$ cat src/rtl/pe_cfg_pkg.sv
// Shared definitions for the PE array configuration controller.
//   - pe_cfg_state_e : controller state encoding
//   - INIT_MASK_W    : width of the init_mask field of a config word
//   - INST_LSB       : bit offset of the instruction field (init_mask sits above it)
//   - DEF_*          : default parameter widths
package pe_cfg_pkg;

    localparam int unsigned DEF_PE_INST_W = 32;
    localparam int unsigned DEF_ADDR_W    = 8;
    localparam int unsigned DEF_RUN_W     = 16;

    // Config word layout: {init_mask[INIT_MASK_W-1:0], inst[PE_INST_W-1:0]}
    localparam int unsigned INIT_MASK_W = 13;
    localparam int unsigned INST_LSB    = 0;

    typedef enum logic [2:0] {
        StIdle  = 3'd0,
        StFetch = 3'd1,
        StWait  = 3'd2,
        StLoad  = 3'd3,
        StRun   = 3'd4,
        StDone  = 3'd5
    } pe_cfg_state_e;

endpackage

$ cat src/rtl/pe_array_cfg_ctrl.sv
// PE array configuration controller.
// Streams cfg_len config words from a config memory starting at cfg_base into the PE
// array (3 cycles per word: FETCH, WAIT, LOAD), then holds run high for run_len cycles
// and pulses done. abort returns to IDLE from any state and clears the PE-facing outputs.
//
// Ports:
//   clk, rst        clock; asynchronous active-high reset
//   start           one-cycle job request (accepted in IDLE only, abort wins)
//   abort           cancel current job
//   cfg_base        first config-word address (latched on start)
//   cfg_len         number of config words (latched on start)
//   run_len         run-phase length in cycles (latched on start)
//   cfg_rd          config-memory read strobe (FETCH)
//   cfg_addr        config-memory read address (base + index, wraps)
//   cfg_rdata       config word, valid the cycle after cfg_rd
//   init_PE_array   init strobes, non-zero only in LOAD
//   PE_config       instruction broadcast, held until reset or abort
//   run             PE array run enable
//   busy            high whenever not IDLE
//   done            one-cycle completion pulse
//   perf_cycles     non-IDLE cycle count of the current/last job
//                   (only with PE_ARRAY_CFG_CTRL_PERF_EN defined)
module pe_array_cfg_ctrl
    import pe_cfg_pkg::*;
#(
    parameter int unsigned PE_INST_W = DEF_PE_INST_W,
    parameter int unsigned ADDR_W    = DEF_ADDR_W,
    parameter int unsigned RUN_W     = DEF_RUN_W
) (
    input  logic                             clk,
    input  logic                             rst,
    input  logic                             start,
    input  logic                             abort,
    input  logic [ADDR_W-1:0]                cfg_base,
    input  logic [ADDR_W-1:0]                cfg_len,
    input  logic [RUN_W-1:0]                 run_len,
    output logic                             cfg_rd,
    output logic [ADDR_W-1:0]                cfg_addr,
    input  logic [INIT_MASK_W+PE_INST_W-1:0] cfg_rdata,
    output logic [INIT_MASK_W-1:0]           init_PE_array,
    output logic [PE_INST_W-1:0]             PE_config,
    output logic                             run,
    output logic                             busy,
    output logic                             done
`ifdef PE_ARRAY_CFG_CTRL_PERF_EN
    ,
    output logic [31:0]                      perf_cycles
`endif
);

    pe_cfg_state_e          state_q;
    logic [ADDR_W-1:0]      base_q;
    logic [ADDR_W-1:0]      len_q;
    logic [RUN_W-1:0]       run_len_q;
    logic [ADDR_W-1:0]      idx_q;
    logic [RUN_W-1:0]       run_cnt_q;
    logic                   cfg_rd_q;
    logic [ADDR_W-1:0]      cfg_addr_q;
    logic [INIT_MASK_W-1:0] init_q;
    logic [PE_INST_W-1:0]   pe_cfg_q;
    logic                   run_q;
    logic                   done_q;

    logic [ADDR_W-1:0] idx_d;
    logic              more_words;

    always_comb begin
        idx_d = idx_q + ADDR_W'(1);
        // Extra bit so idx+1 cannot wrap when len is at its maximum.
        more_words = ({1'b0, idx_q} + (ADDR_W + 1)'(1)) < {1'b0, len_q};
    end

    always_ff @(posedge clk or posedge rst) begin
        if (rst) begin
            state_q    <= StIdle;
            base_q     <= '0;
            len_q      <= '0;
            run_len_q  <= '0;
            idx_q      <= '0;
            run_cnt_q  <= '0;
            cfg_rd_q   <= 1'b0;
            cfg_addr_q <= '0;
            init_q     <= '0;
            pe_cfg_q   <= '0;
            run_q      <= 1'b0;
            done_q     <= 1'b0;
        end else if (abort && (state_q != StIdle)) begin
            state_q    <= StIdle;
            idx_q      <= '0;
            run_cnt_q  <= '0;
            cfg_rd_q   <= 1'b0;
            cfg_addr_q <= '0;
            init_q     <= '0;
            pe_cfg_q   <= '0;
            run_q      <= 1'b0;
            done_q     <= 1'b0;
        end else begin
            unique case (state_q)
                StIdle: begin
                    if (start && !abort) begin
                        base_q    <= cfg_base;
                        len_q     <= cfg_len;
                        run_len_q <= run_len;
                        idx_q     <= '0;
                        if (cfg_len != '0) begin
                            state_q    <= StFetch;
                            cfg_rd_q   <= 1'b1;
                            cfg_addr_q <= cfg_base;
                        end else if (run_len != '0) begin
                            state_q   <= StRun;
                            run_q     <= 1'b1;
                            run_cnt_q <= run_len;
                        end else begin
                            state_q <= StDone;
                            done_q  <= 1'b1;
                        end
                    end
                end
                StFetch: begin
                    cfg_rd_q <= 1'b0;
                    state_q  <= StWait;
                end
                StWait: begin
                    init_q   <= cfg_rdata[PE_INST_W +: INIT_MASK_W];
                    pe_cfg_q <= cfg_rdata[INST_LSB +: PE_INST_W];
                    state_q  <= StLoad;
                end
                StLoad: begin
                    init_q <= '0;
                    idx_q  <= idx_d;
                    if (more_words) begin
                        state_q    <= StFetch;
                        cfg_rd_q   <= 1'b1;
                        cfg_addr_q <= base_q + idx_d;
                    end else if (run_len_q != '0) begin
                        state_q   <= StRun;
                        run_q     <= 1'b1;
                        run_cnt_q <= run_len_q;
                    end else begin
                        state_q <= StDone;
                        done_q  <= 1'b1;
                    end
                end
                StRun: begin
                    // run_cnt_q holds the cycles remaining including this one.
                    if (run_cnt_q == RUN_W'(1)) begin
                        run_q   <= 1'b0;
                        done_q  <= 1'b1;
                        state_q <= StDone;
                    end
                    run_cnt_q <= run_cnt_q - RUN_W'(1);
                end
                StDone: begin
                    done_q  <= 1'b0;
                    state_q <= StIdle;
                end
                default: begin
                    state_q <= StIdle;
                end
            endcase
        end
    end

    assign cfg_rd        = cfg_rd_q;
    assign cfg_addr      = cfg_addr_q;
    assign init_PE_array = init_q;
    assign PE_config     = pe_cfg_q;
    assign run           = run_q;
    assign done          = done_q;
    assign busy          = (state_q != StIdle);

`ifdef PE_ARRAY_CFG_CTRL_PERF_EN
    logic [31:0] perf_q;

    always_ff @(posedge clk or posedge rst) begin
        if (rst) begin
            perf_q <= '0;
        end else if (state_q == StIdle) begin
            if (start && !abort) begin
                perf_q <= '0;
            end
        end else if (perf_q != '1) begin
            perf_q <= perf_q + 32'd1;
        end
    end

    assign perf_cycles = perf_q;
`endif

endmodule

$ cat config.mk
export PLATFORM = sky130hd
export DESIGN_NAME = pe_array_cfg_ctrl
export DESIGN_NICKNAME = d
export VERILOG_FILES = /design/src/rtl/pe_cfg_pkg.sv /design/src/rtl/pe_array_cfg_ctrl.sv
export SDC_FILE = /design/constraint.sdc
export NUM_CORES = 1
export LEC_CHECK = 0
export ABC_AREA = 1
export BUFFER_PORTS_ARGS = -buffer_cell sky130_fd_sc_hd__buf_2
export CAP_MARGIN = 20
export CELL_PAD_IN_SITES_DETAIL_PLACEMENT = 0
export CELL_PAD_IN_SITES_GLOBAL_PLACEMENT = 1
export CORE_AREA = 2 2 130 132
export DETAILED_ROUTE_END_ITERATION = 12
export DIE_AREA = 0 0 132 134
export GPL_TIMING_DRIVEN = 0
export PLACE_DENSITY_LB_ADDON = 0.1
export SETUP_SLACK_MARGIN = 0.4
export SLEW_MARGIN = 25
export SYNTH_ARGS = -nofsm -noshare
export SYNTH_HDL_FRONTEND = slang
export SYNTH_SLANG_ARGS = --single-unit
$ cat constraint.sdc
create_clock -name clk -period 3.7 [get_ports clk]
set_input_delay 0.37 -clock clk [delete_from_list [all_inputs] [get_ports clk]]
set_output_delay 0.37 -clock clk [all_outputs]
set_load 0.02 [all_outputs]
==> results.py <==
metrics = {
    "synthesis": {
        "synth.cell_area_mm2": 0.00623,
        "synth_edf_count": 0,
        "syn_area_per_cell_um2": 7.54,
        "ys.flop_type": "dfrtp_1",
        "syn_nets": 926,
        "synth_fa_ha_area_share_pct": 3.73,
        "synth.yosys.seq_area_share_pct": 46.2,
        "yosysWarnings": 0,
        "synth-simple-area-share_pct": 27.3,
        "synth_top_family_by_area": "simple AND/OR/NAND/NOR gates",
        "synthArstFlopShare_pct": 100,
        "synth_seq_cells": 115,
        "muxShareOfSynthArea_pct": 1.26,
        "synthCells": 827,
        "synth_xor_area_share_pct": 0.843,
        "synth_compound_gate_area_share_pct": 12.3,
        "yosysUniqueCellTypes": 40,
    },
    "route": {
        "drtIter0Drc": 292,
        "drc_errors": 0,
        "vias_per_cell": 4.79,
        "antenna_left": 0,
        "wl_per_cell_um": 14.8,
        "vias": 5847,
        "dr.pass1.iters": 6,
        "routed_wirelength_um": 18100,
    },
    "power": {
        "power_density_mw_per_mm2": 873,
        "p_leak_nw": 4.16,
        "vdd_ir_drop_max_v": 0.000406,
    },
    "layout": {
        "syn2layout_area_growth_pct": 26.8,
        "n_fill_cell": 1719,
        "n_antenna_cell": 0,
        "instances_no_fill": 1220,
        "mostFrequentLayoutCell": "nand2_1",
        "nets": 1086,
        "final_cell_mix": "285 x nand2_1, 142 x buf_2, 115 x dfrtp_1",
        "layout-drive-gt1-share_pct": 20.3,
    },
    "cts": {
        "cts_tree": "yes",
        "clk_pin_slew_ns": 0.06,
        "insertion_delay_ns": 0.42,
        "cts_sinks": 115,
        "cts_buffers": 17,
        "ctsResizeCount": 0,
        "cts-root-buf": "clkbuf_16",
        "cts_max_level": 4,
        "clk_path_buf_depth": 2,
        "holdBufCountCts": 0,
        "post-cts-setup-buffers": 0,
    },
    "setup_path": {
        "startpoint_type": "register",
        "worst_setup_path_end_kind": "register",
        "crit_type": "reg2reg",
        "cp.arrival_ns": 3.18,
        "worstReg2RegEnd": "cfg_addr[7]$_DFFE_PP0P_",
        "r2r-start": "idx_q[0]$_DFFE_PP0P_",
        "worstPathRequired_ns": 4.05,
        "r2r_cells": 19,
        "crit_fanout": 7,
        "r2r_slack_ns": 0.88,
    },
    "floorplan": {
        "die_h_um": 134,
        "die_area_mm2": 0.0177,
        "core_area_mm2": 0.0163,
        "io_pins": 138,
        "rows": 47,
        "start_util_pct": 38.3,
        "die_w_um": 132,
    },
    "placed_design": {
        "gp_congestion": 0.817,
        "port_buffers": 137,
        "hpwl_um": 13500,
        "dp_cells": 1188,
    },
    "global_routing": {
        "grt-ovfl-total": 0,
        "grt_usage_pct": 21.7,
        "grt_pass1_wl_um": 30000,
        "grt_max_degree": 29,
        "grt_antenna_before_repair": 0,
        "grt_pass1_vias": 5872,
    },
    "sta": {
        "max_slew_margin_pct": 52.4,
        "rsz0062_at_grt": "no",
        "worst-slew-pin-transition_ns": 0.713,
        "tns_ns": 0,
        "fmax_mhz": 355,
        "drv_slew": 0,
        "period_needed_ns": 2.82,
        "finalCritPeriodShare_pct": 76.2,
        "hold_violations": 0,
        "fin_worst_skew_ns": 0.00774,
        "whs_ns": 0.0000611,
        "setup_violations": 0,
    },
    "job": {
        "drv_cap": 0,
    },
    "status": {
        "status": "finished clean",
    },
    "min_path": {
        "hp-class": "in2async",
    },
}
==> flip-flops by register name (all words and copies together), names as in the netlist <==
name and cells:
run_cnt_q 16, cfg_addr 8, done 1, init_PE_array 13, PE_config 32, state_q 3
run_len_q 16, base_q 8, run 1, idx_q 8, len_q 8, cfg_rd 1
==> Yosys cell counts (3+ instances only) <==
| library cell | n | share of area (%) |
|---|---|---|
| nor2_1 | 46 | 2.8 |
| o21ai_0 | 42 | 3.4 |
| nor3_1 | 3 | 0.24 |
| o221ai_1 | 4 | 0.56 |
| inv_1 | 96 | 5.8 |
| clkbuf_1 | 9 | 0.54 |
| xor2_1 | 4 | 0.56 |
| ha_1 | 17 | 3.4 |
| buf_6 | 3 | 0.54 |
| nand4_1 | 14 | 1.4 |
| buf_1 | 11 | 0.66 |
| o21ai_1 | 17 | 1.4 |
| inv_2 | 4 | 0.24 |
| nand2_2 | 3 | 0.30 |
| a22o_1 | 3 | 0.42 |
| a21oi_1 | 58 | 4.7 |
| nand3_1 | 50 | 4.0 |
| dfrtp_1 | 115 | 46 |
| nand2_1 | 285 | 17 |
| o22ai_1 | 6 | 0.60 |
| mux2_2 | 7 | 1.3 |
| buf_2 | 5 | 0.40 |
==> per-layer routing <==
layer | GRT usage, % | vias up | share of wire [%]
met5 | 0 | - | 0
met4 | 6.10 | 0 | 1.5
met3 | 4.76 | 20 | 3.8
met2 | 36.6 | 114 | 49
met1 | 28.2 | 2733 | 46
li1 | - | 2980 | -
==> worst max path at each step <==
stage / startpoint / endpoint / slack, ns / cells after the start
2_1_floorplan: idx_q[0]$_DFFE_PP0P_ / cfg_rd$_DFFE_PP0P_ / 1.46 / 16
3_3_place_gp: idx_q[0]$_DFFE_PP0P_ / cfg_addr[7]$_DFFE_PP0P_ / 0.84 / 19
3_5_place_dp: idx_q[0]$_DFFE_PP0P_ / cfg_addr[7]$_DFFE_PP0P_ / 0.83 / 19
4_1_cts: idx_q[0]$_DFFE_PP0P_ / cfg_addr[7]$_DFFE_PP0P_ / 0.81 / 19
5_1_grt: idx_q[0]$_DFFE_PP0P_ / cfg_addr[7]$_DFFE_PP0P_ / 0.40 / 19
6_report: idx_q[0]$_DFFE_PP0P_ / cfg_addr[7]$_DFFE_PP0P_ / 0.88 / 19
==> area by class of cell <==
type | count | area, um^2 | share of cell area (%)
inverters | 101 | 383 | 4.84
well taps | 220 | 275 | 3.48
clock buffers | 18 | 439 | 5.56
flip-flops and latches | 115 | 2880 | 36.4
multi-input cells | 581 | 2830 | 35.8
clock inverters | 14 | 178 | 2.25
repair buffers | 141 | 773 | 9.78
plain buffers | 30 | 149 | 1.88
==> critical path: stages, from the launching register on <==
cell and delay, ns:
dfrtp_1 0.42, inv_1 0.10, nor2_1 0.28, inv_1 0.10
nor2_1 0.09, inv_1 0.06, o21ai_0 0.22, inv_1 0.13
ha_1 0.19, nand2_1 0.06, nand2_1 0.04, nand2_1 0.05
nand2_1 0.04, nor2_1 0.09, nand2_1 0.16, nand3_1 0.14
nand2_1 0.07, nor2_2 0.30, nand3_1 0.12, nand2_1 0.09
==> logic make-up after synthesis <==
logic type | count (synthesis)
AOI/OAI and AO/OA | 141
buffers and inverters | 131
adders and majority gates | 18
and+or+nand+nor | 409
muxes | 7
DFF | 115
xor gates and xnor gates | 6
==> where the power goes <==
part	switching (mW)	leakage, nW	total [mW]	internal, mW
sequential	0.354	1.48	2.18	1.82
combinational	1.98	2.38	3.01	1.03
clock	0.630	0.290	1.71	1.08
==> through the flow <==
stage / power, mW / cell area, um^2 / util, % / worst slack, ns
global route: 7.49 / 7900 / 48.5 / 0.400
global placement: 5.20 / 7200 / 44.2 / 0.841
detailed placement: 5.24 / 7290 / 44.7 / 0.827
finish: 6.90 / 7900 / 48.5 / 0.879
CTS: 6.98 / 7900 / 48.5 / 0.806
floorplan: 4.24 / 6240 / - / 1.46
No activity file was read; power rests on OpenSTA's default activity.
